--- src/rtl/uart_tx_arbiter_if.sv ---
// Requester handshakes and serial-line status for uart_tx_arbiter.
// The design connects through the slave modport; the driving side uses master.
interface uart_tx_arbiter_if;
  logic        req0_valid;
  logic [7:0]  req0_data;
  logic        req0_ready;
  logic        req1_valid;
  logic [7:0]  req1_data;
  logic        req1_ready;
  logic        tx;
  logic        busy;
  logic        grant;
  logic [11:0] frame;

  modport master (
    output req0_valid, req0_data, req1_valid, req1_data,
    input  req0_ready, req1_ready, tx, busy, grant, frame
  );

  modport slave (
    input  req0_valid, req0_data, req1_valid, req1_data,
    output req0_ready, req1_ready, tx, busy, grant, frame
  );
endinterface

--- src/rtl/uart_tx_arbiter.sv ---
// Two-requester UART transmitter: round-robin arbitration, then one
// 12-bit frame (start, data MSB-first, parity, two stops) per acceptance.
//
// state | meaning
// IDLE  | line at 1; READY offered to the arbitration winner
// SEND  | shifting frame[bit_idx] out, CLKS_PER_BIT cycles per bit
module uart_tx_arbiter #(
  parameter int unsigned CLKS_PER_BIT = 16,
  parameter bit          PARITY_ODD   = 1'b0
) (
  input logic              clk,
  input logic              rst,
  uart_tx_arbiter_if.slave bus
);

  localparam logic [15:0] BAUD_LAST = 16'(CLKS_PER_BIT - 1);

  typedef enum logic {IDLE = 1'b0, SEND = 1'b1} state_t;

  state_t      state_q, state_d;
  logic [15:0] baud_q;
  logic [3:0]  bit_idx_q;
  logic [11:0] frame_q;
  logic        tx_q;
  logic        busy_q;
  logic        grant_q;
  logic        last_q;

  logic        sel;
  logic        ready0;
  logic        ready1;
  logic        accept;
  logic        baud_done;
  logic [7:0]  sel_data;
  logic        parity;
  logic [11:0] new_frame;

  assign baud_done = (baud_q == BAUD_LAST);
  assign sel_data  = sel ? bus.req1_data : bus.req0_data;
  assign parity    = PARITY_ODD ? ~^sel_data : ^sel_data;
  assign new_frame = {1'b0, sel_data, parity, 2'b11};

  always_comb begin
    state_d = state_q;
    ready0  = 1'b0;
    ready1  = 1'b0;
    accept  = 1'b0;
    // On a tie the requester not served last wins.
    if (bus.req0_valid && bus.req1_valid) sel = ~last_q;
    else                                  sel = bus.req1_valid;
    unique case (state_q)
      IDLE: begin
        if (!rst) begin
          ready0 = bus.req0_valid && !sel;
          ready1 = bus.req1_valid && sel;
          accept = ready0 || ready1;
          if (accept) state_d = SEND;
        end
      end
      SEND: begin
        if (baud_done && (bit_idx_q == 4'd0)) state_d = IDLE;
      end
      default: state_d = IDLE;
    endcase
  end

  always_ff @(posedge clk) begin
    if (rst) begin
      state_q   <= IDLE;
      baud_q    <= '0;
      bit_idx_q <= '0;
      frame_q   <= '0;
      tx_q      <= 1'b1;
      busy_q    <= 1'b0;
      grant_q   <= 1'b0;
      last_q    <= 1'b1;
    end else begin
      state_q <= state_d;
      if (accept) begin
        frame_q   <= new_frame;
        grant_q   <= sel;
        last_q    <= sel;
        bit_idx_q <= 4'd11;
        baud_q    <= '0;
        tx_q      <= new_frame[11];
        busy_q    <= 1'b1;
      end else if (state_q == SEND) begin
        if (baud_done) begin
          baud_q <= '0;
          if (bit_idx_q == 4'd0) begin
            tx_q   <= 1'b1;
            busy_q <= 1'b0;
          end else begin
            bit_idx_q <= bit_idx_q - 4'd1;
            tx_q      <= frame_q[bit_idx_q - 4'd1];
          end
        end else begin
          baud_q <= baud_q + 16'd1;
        end
      end
    end
  end

  assign bus.req0_ready = ready0;
  assign bus.req1_ready = ready1;
  assign bus.tx         = tx_q;
  assign bus.busy       = busy_q;
  assign bus.grant      = grant_q;
  assign bus.frame      = frame_q;

endmodule

--- src/flat_wrapper.sv ---
// flat-port wrapper written by rule: the top's interface ports become plain ports
module uart_tx_arbiter_flat 
#(
  parameter int unsigned CLKS_PER_BIT = 16,
  parameter bit          PARITY_ODD   = 1'b0
)
  (clk, rst, bus_req0_valid, bus_req0_data, bus_req1_valid, bus_req1_data, bus_req0_ready, bus_req1_ready, bus_tx, bus_busy, bus_grant, bus_frame);
  uart_tx_arbiter_if bus_i ();
  input logic clk;
  input logic rst;
  input wire logic [$bits(bus_i.req0_valid)-1:0] bus_req0_valid;
  input wire logic [$bits(bus_i.req0_data)-1:0] bus_req0_data;
  input wire logic [$bits(bus_i.req1_valid)-1:0] bus_req1_valid;
  input wire logic [$bits(bus_i.req1_data)-1:0] bus_req1_data;
  output wire logic [$bits(bus_i.req0_ready)-1:0] bus_req0_ready;
  output wire logic [$bits(bus_i.req1_ready)-1:0] bus_req1_ready;
  output wire logic [$bits(bus_i.tx)-1:0] bus_tx;
  output wire logic [$bits(bus_i.busy)-1:0] bus_busy;
  output wire logic [$bits(bus_i.grant)-1:0] bus_grant;
  output wire logic [$bits(bus_i.frame)-1:0] bus_frame;
  assign bus_i.req0_valid = bus_req0_valid;
  assign bus_i.req0_data = bus_req0_data;
  assign bus_i.req1_valid = bus_req1_valid;
  assign bus_i.req1_data = bus_req1_data;
  assign bus_req0_ready = bus_i.req0_ready;
  assign bus_req1_ready = bus_i.req1_ready;
  assign bus_tx = bus_i.tx;
  assign bus_busy = bus_i.busy;
  assign bus_grant = bus_i.grant;
  assign bus_frame = bus_i.frame;
  uart_tx_arbiter #(.CLKS_PER_BIT(CLKS_PER_BIT), .PARITY_ODD(PARITY_ODD)) u_core (.clk(clk), .rst(rst), .bus(bus_i));
endmodule
--- config.mk ---
export PLATFORM = sky130hd
export DESIGN_NAME = uart_tx_arbiter_flat
export DESIGN_NICKNAME = d
export VERILOG_FILES = /design/src/rtl/uart_tx_arbiter_if.sv /design/src/rtl/uart_tx_arbiter.sv /design/src/flat_wrapper.sv
export SDC_FILE = /design/constraint.sdc
export NUM_CORES = 1
export LEC_CHECK = 0
export ABC_AREA = 1
export CAP_MARGIN = 10
export CELL_PAD_IN_SITES_DETAIL_PLACEMENT = 0
export CELL_PAD_IN_SITES_GLOBAL_PLACEMENT = 1
export CORE_UTILIZATION = 39
export DETAILED_ROUTE_END_ITERATION = 10
export GPL_ROUTABILITY_DRIVEN = 0
export PLACE_DENSITY_LB_ADDON = 0.2
export SLEW_MARGIN = 20
export SYNTH_ARGS = -nofsm -noshare
export SYNTH_HDL_FRONTEND = slang
export SYNTH_SLANG_ARGS = --single-unit
export TNS_END_PERCENT = 100
--- constraint.sdc ---
create_clock -name clk -period 2.9 [get_ports clk]
set_clock_uncertainty 0.05 [all_clocks]
set_input_delay 0.29 -clock clk [delete_from_list [all_inputs] [get_ports clk]]
set_output_delay 0.29 -clock clk [all_outputs]
set_load 0.01 [all_outputs]
==> results by group <==
Critical path
  • R2R cell count: 8
  • Worst reg2reg endpoint: u_core.baud_q[7]$_SDFFE_PP0P_
  • Startpoint types: input pin
  • WP data arrival: 2.05 ns
  • Setup slack, reg-to-reg: 1.16 ns
  • Max FO, Critical Path: 18
  • Crit end category: output pin
  • Critical R2R Launch: u_core.baud_q[0]$_SDFFE_PP0P_
  • Data required time of the worst path: 2.56 ns
  • Setup Crit Path Kind: in -> out

Power and ir drop
  • Pwr Density: between 400 and 500 nW/µm²
  • Worst VDD drop: 0.000173 V
  • Leak: around 1.2 nW

Placed design
  • IO Port Bufs: 35
  • DP HPWL: about 3800 µm
  • DP Worst Slack: a little over 0.5 ns
  • Placement Cell Area: 2540 µm²

Logic synthesis
  • Sequential area share after synthesis: 32.7%
  • Synth top area share: 32.7%
  • Post-synth top flop: dfxtp_1
  • Syn avg cell area: between 6 and 7 µm²
  • Number of synthesized register bits: 35
  • Post-synthesis cell area: about 2100 µm²
  • Syn Nets: 360
  • Number of enable flip-flop cells after synthesis: 0
  • Synth warnings: 0
  • Synth area leaders: dfxtp_1 (33%), nand2_1 (19%), inv_1 (7.0%)
  • Unique masters post-synth: 34
  • Most frequent cell after synthesis: nand2_1
  • Ys async rst share: 0%
  • Most area-hungry cell type in the Yosys netlist: dfxtp_1
  • Post-synth top cells: nand2_1 (108), inv_1 (40), dfxtp_1 (35), nor2_1 (27), a21oi_1 (21)
  • Mapped Cells: 337

Floorplanning
  • Die Y: 76.1 µm
  • Initial Util: around two fifths
  • Die area: 5790 µm²
  • Die X: 76.1 µm
  • CORE AREA: 5200 µm²
  • Top Ports: 37
  • Rows: 26

Final layout
  • Layout Area Growth over Synthesis: 22.7%
  • Layout cells sized above 1: 9.09%
  • Filler cells: 554
  • Final Cell Area: 2630 µm²
  • Antenna fix cells: 0
  • Layout Nets: 396

Worst hold path
  • Hold path endpoint: u_core.bus.grant$_SDFFE_PP0P_
  • Hold Path Depth: 2
  • Worst Hold Launch: u_core.bus.grant$_SDFFE_PP0P_
  • Min-delay worst type: reg -> reg

Routing
  • # DRC: 0
  • Initial DRC count: 115
  • Vias per std cell: 4.69
  • Final ANT Viol Nets: 0
  • Drt pass-1 iters: 5
  • Routed WL: 4960 µm
  • DR WL/cell: ~11 µm
  • DR vias: 2081

STA
  • Slew Limit Fails: 0
  • Final period util: ~80%
  • RSZ-0062 raised after global routing: false
  • Final Hold Vio Count: 0
  • Final setup margin: 0.513 ns
  • Final period demand of the worst path: 2.39 ns
  • Final setup vio count: 0
  • Fmax: between 400 and 500 MHz
  • Setup TNS: 0 ns

GRT
  • Total track usage: a little under a fifth
  • Grt ovf: 0
  • Initial antenna violation count: 0
  • First-pass GRT wire length: 8620 µm
  • Vias in the first global route: around 1800
  • Largest net degree at the start of global routing: 19

Clocking
  • Clk_lat worst skew: 0.28 ns
  • Clk buf depth: 2
  • Max H-tree Level: 2
  • CTS Root Cell: clkbuf_8
  • CTS Hold Bufs: 0
  • Clock Sinks: 35
  • CTS tree: built
  • # resized after CTS: 0
  • Clock transition at path regs: 0.07 ns
  • Inserted Clock Buffers: 5
  • Setup repair bufs after CTS: 0

Flow run
  • Max Cap Viol: 0

Status
  • Status: completed
placed cells by master (no fill, tap or decap), drive strengths merged, types with 2 or more instances in the layout:
master and count:
nor3 11, clkbuf 5, o22ai 3, dfxtp 35, o21ai 18, inv 47
or2 4, xor2 2, buf 2, nand4 7, xnor2 2, nor2 34
clkdlybuf4s50 35, nand2 111, a21oi 21, nand3 19, clkinv 3, ha 3
a31oi 2, nand3b 7
flip-flops by register name, summed over array words and instances, names as in the netlist:
name / flops
u_core.baud_q: 16
u_core.bit_idx_q: 4
u_core.bus.busy: 1
u_core.bus.frame: 10
u_core.bus.grant: 1
u_core.bus.tx: 1
u_core.last_q: 1
u_core.state_q: 1
cell families after synthesis:
group | Yosys count | synth area share [%]
xor+xnor | 4 | 1.64
other cells | 1 | 0.175
fa+ha+maj | 3 | 1.75
simple gates | 194 | 42.2
flops | 35 | 32.7
compound gates | 45 | 10.9
buf+inv | 55 | 10.6
power breakdown:
group / switching (mW) / internal (mW)
clock: 0.176 / 0.164
sequential: 0.0234 / 0.508
combinational: 0.144 / 0.119
total: 0.343 / 0.792
per-layer routing:
layer	vias to the layer above	GRT usage, %	part of all wire [%]
li1	1142	-	-
met1	894	27.2	54
met2	43	26.4	41
met3	2	3.11	3.8
met4	0	5.77	0.69
met5	-	0	0
per-stage QoR:
stage                     util, %  cells  hold WS (ns)  power [mW]
after floorplan                 -    337         0.409       0.703
after detailed placement     48.9    436         0.413       0.807
after global placement       48.9    436         0.409       0.806
final                        50.5    444         0.419        1.14
after global routing         50.5    444         0.426        1.21
after CTS                    50.5    444         0.425        1.15
cell type report:
| type | count | area [µm²] | area share, % |
|---|---|---|---|
| flip-flops and latches | 35 | 701 | 26.7 |
| clock inverters | 3 | 15.0 | 0.571 |
| repair buffers | 37 | 365 | 13.9 |
| well taps | 70 | 87.6 | 3.33 |
| clock buffers | 5 | 68.8 | 2.62 |
| inverters | 47 | 176 | 6.71 |
| multi-input cells | 247 | 1210 | 46.2 |
worst max-delay path, cell delays in order:
cell and delay, ns:
clkdlybuf4s50_1 0.51, nand2_2 0.21, nand2_2 0.32, nand2_1 0.08
nor2_1 0.09, clkdlybuf4s50_1 0.54
worst max path at each step:
stage	startpoint	endpoint	slack [ns]	cells past startpoint
final	bus_req0_valid	bus_req0_ready	0.51	6
after detailed placement	bus_req0_valid	bus_req0_ready	0.51	6
after CTS	bus_req0_valid	bus_req0_ready	0.50	6
after global placement	bus_req0_valid	bus_req0_ready	0.53	6
after global routing	bus_req0_valid	bus_req1_ready	0.38	5
after floorplan	u_core.bit_idx_q[0]$_SDFFE_PP0P_	u_core.bus.tx$_SDFFE_PP1P_	1.39	12
(Power assumes the default switching activity.)
==> RTL change 1 (same flow settings) <==
`PARITY_ODD` is set to 1'b0 in 2 places; all go to 1'b1.
--- a/src/rtl/uart_tx_arbiter.sv
+++ b/src/rtl/uart_tx_arbiter.sv
@@ -8,3 +8,3 @@
   parameter int unsigned CLKS_PER_BIT = 16,
-  parameter bit          PARITY_ODD   = 1'b0
+  parameter bit          PARITY_ODD   = 1'b1
 ) (
--- a/src/flat_wrapper.sv
+++ b/src/flat_wrapper.sv
@@ -4,3 +4,3 @@
   parameter int unsigned CLKS_PER_BIT = 16,
-  parameter bit          PARITY_ODD   = 1'b0
+  parameter bit          PARITY_ODD   = 1'b1
 )
Check against the original RTL: not equivalent (Yosys sat finds a counterexample within 4 cycles, from zero or initial values and one cycle with rst high).
==> RTL change 1 against the original RTL <==
  * Synthesized area is 3.9% lower
  * Combinational power is 2% lower
  * Sequential cell count stayed put
  * Final area is 2.9% lower
  * Synthesized cell count is 4.5% lower
  * Total power is 0.92% higher
  * Worst setup slack better by 0.12 ns
  * Non-clock buffer count is 1 higher
  * Critical path depth stayed put
  * Routed wire length is 7.3% lower
==> RTL change 1: results (changes against the original RTL) <==
stage,metric,value,unit,change
worst_setup_path,arrival,1.93,ns,-0.12 ns
min_path,holdPathEnd,u_core.bus.busy,,
grt,grt_pass1_wl,7600,um,-12%
grt,first_global_vias,1694,,-8.3%
power,p_leak,1.15,nW,-2.3%
finish,drive_gt1_share,8.91,%,-0.18 points
min_path,min_from,u_core.bus.busy,,
worst_setup_path,critical_path.max_fanout,20,,+2
worst_setup_path,max_stage_delay,0.56,ns,+0.02 ns
power,ir_drop,0.163,mV,-6.0%
grt,grt_max_degree,21,,+2
routing,drt_iter0_markers,79,,-31%
worst_setup_path,r2r_slack,1.11,ns,-0.05 ns
worst_setup_path,endpoint,bus_req1_ready,,
grt,track_usage,18.0,%,-0.26 points
power,intPower,0.794,mW,+0.25%
routing,viasPerCell,4.57,,-2.4%
synthesis,synth_common_cells,"105 x nand2_1, 36 x inv_1, 35 x dfxtp_1, 26 x nor2_1, 20 x a21oi_1",,
synthesis,synth_nets,345,,-4.2%
synthesis,synth_cell_types,31,,-8.8%
worst_setup_path,r2r-end,u_core.baud_q[10],,
place,dp_hpwl,3630,um,-4.4%
routing,wl,4600,um,-7.3%
synthesis,ys_seq_area_share,34.1,%,+1.3 points
status,outcome,"finished, final reports clean",,
routing,drtPass1Iterations,4,,-1
finish,nets,381,,-3.8%
cts,cts_resized,0,,unchanged
timing,fin_ws,0.635,ns,+0.122 ns
finish,num_antenna_cells,0,,unchanged
worst_setup_path,crit_start,bus_req1_valid,,
synthesis,synthTopCellsByArea,"dfxtp_1 34%, nand2_1 19%, inv_1 6.6%, a21oi_1 4.9%, nor2_1 4.7%",,
-- RTL change 1: cells by family (layout without fill, tap and decap cells) --
kind of cell | count (synthesis) | after routing | synth area share (%)
xor gates and xnor gates | 4 | 4 | 1.70
AOI/OAI and AO/OA | 45 | 45 | 11.1
adders and majority gates | 3 | 3 | 1.83
buffers and inverters | 51 | 88 | 10.3
and+or+nand+nor | 183 | 183 | 40.8
other | 1 | 1 | 0.182
DFF | 35 | 35 | 34.1
-- RTL change 1: stage by stage --
step	instance area [sq um]	hold WS, ns	util, %	cells
3_5_place_dp	2460	0.416	48.2	421
2_1_floorplan	2060	0.309	-	322
5_1_grt	2550	0.453	50.0	429
3_3_place_gp	2460	0.410	48.2	421
6_report	2550	0.424	50.0	429
4_1_cts	2550	0.426	50.0	429
-- RTL change 1: area by class of cell --
type | count | area (sq um)
Fill cell | 551 | 2550
Multi-Input combinational cell | 236 | 1140
Sequential cell | 35 | 701
Timing Repair Buffer | 38 | 373
Inverter | 42 | 159
Tap cell | 70 | 87.6
Clock buffer | 5 | 68.8
Clock inverter | 3 | 20.0
-- RTL change 1: per-layer routing --
| layer | wire length [um] | up-vias | GRT usage [%] |
|---|---|---|---|
| li1 | - | 1085 | - |
| met1 | 2430 | 838 | 24.7 |
| met2 | 1940 | 34 | 27.1 |
| met3 | 174 | 5 | 4.95 |
| met4 | 55 | 0 | 6.29 |
| met5 | 0 | - | 0 |
-- RTL change 1: power by group through the flow --
stage | sequential [mW] | combinational (mW) | clock, mW
6_report | 0.530 | 0.259 | 0.357
5_1_grt | 0.535 | 0.294 | 0.387
4_1_cts | 0.530 | 0.260 | 0.364
3_5_place_dp | 0.541 | 0.259 | 0
3_3_place_gp | 0.541 | 0.259 | 0
2_1_floorplan | 0.544 | 0.153 | 0
==> RTL change 2 (same settings) <==
Without the edit above. Reset style: asynchronous (`rst`), changed in one clocked block.
--- a/src/rtl/uart_tx_arbiter.sv
+++ b/src/rtl/uart_tx_arbiter.sv
@@ -66,3 +66,3 @@
 
-  always_ff @(posedge clk) begin
+  always_ff @(posedge clk or posedge rst) begin
     if (rst) begin
Formal check against the unedited RTL: differs if rst is asserted again (counterexample within 4 cycles, from zero or initial values and one cycle with rst high); with rst held inactive, the same outputs for 10 cycles.
==> RTL change 2 against the original RTL <==
  * Final area is 6.3% higher
  * Core utilization shrank 0.96 points
  * Routed wire length up 6.1%
  * Worst setup slack better by 0.17 ns
  * Sequential cell count is the same
  * Via count is 1.7% higher
  * Hold slack better by 0.0011 ns
  * Die area up 9.0%
  * Synthesized area grew 9.2%
  * Critical path type unchanged
  * Critical endpoint unchanged
  * Largest cell class unchanged
Power is not compared: it rests on default switching activity, and its combinational part moved more than twofold at a synthesized area within 25%.
==> RTL change 2: results (changes against the original RTL) <==
stage,metric,value,unit,change
worst_setup_path,critical_path.max_fanout,17,,-1
min_path,holdPathEnd,u_core.bus.tx,,
synthesis,ys_seq_area_share,37.6,%,+4.8 points
worst_setup_path,r2r_slack,1.13,ns,-0.03 ns
routing,route.met2.wl,2760,um,+34%
grt,first_global_vias,2214,,+20%
synthesis,synth_nets,350,,-2.8%
status,outcome,"finished, final reports clean",,
place,dp_hpwl,3930,um,+3.6%
place,dp_cells,428,,-1.8%
synthesis,ys.flop_type,dfrtp_1,,
synthesis,synthArstFlopShare,100,%,+100 points
synthesis,synth-compound-area-share,9.52,%,-1.4 points
finish,drive_gt1_share,11.8,%,+2.7 points
synthesis,synthAdderAreaFrac,1.07,%,-0.68 points
place,placed_area,2710,sq um,+6.6%
worst_setup_path,arrival,1.88,ns,-0.17 ns
grt,grt_pass1_wl,9710,um,+13%
min_path,min_from,u_core.bus.tx,,
timing,hold_ws,0.420,ns,+0.00107 ns
place,dp_slack,0.674,ns,+0.162 ns
grt,globalRouteMet1Util,21.8,%,-5.4 points
timing,period_minus_slack,2.22,ns,-0.166 ns
grt,track_usage,19.3,%,+1.1 points
synthesis,synth_xor_area_share,1.12,%,-0.51 points
worst_setup_path,reg2regPathDepth,10,,+2
routing,dr_wl_met3,153,um,-18%
synthesis,synth_cell_types,37,,+8.8%
synthesis,synthTopCellsByArea,"dfrtp_1 35%, nand2_1 17%, inv_1 5.6%, nand3_1 4.7%, nor2_1 4.7%",,
worst_setup_path,r2r-end,u_core.bus.tx,,
-- RTL change 2: changes by cell type in the layout (fill, tap and decap cells not counted), moves of 4 or more --
cell,delta
a21oi_1,-10
dfrtp_1,+33
dfxtp_1,-35
inv_1,-5
nand2_2,+9
nand3_1,+5
nand4_1,-4
nor2_2,-4
nor3_1,-5
o21ai_0,+4
-- RTL change 2: report_power, final --
part	internal [mW]	switching, mW	leakage, nW
Combinational	0.451	0.574	0.952
Sequential	0.654	0.144	0.438
Clock	0.169	0.179	0.0422
-- RTL change 2: final cells by class --
class | count | area (sq um) | area share (%)
Clock buffer | 7 | 76.3 | 2.73
Clock inverter | 1 | 5.00 | 0.179
Inverter | 40 | 150 | 5.37
Multi-Input combinational cell | 243 | 1220 | 43.7
Sequential cell | 35 | 878 | 31.4
Tap cell | 72 | 90.1 | 3.22
Timing Repair Buffer | 38 | 373 | 13.3
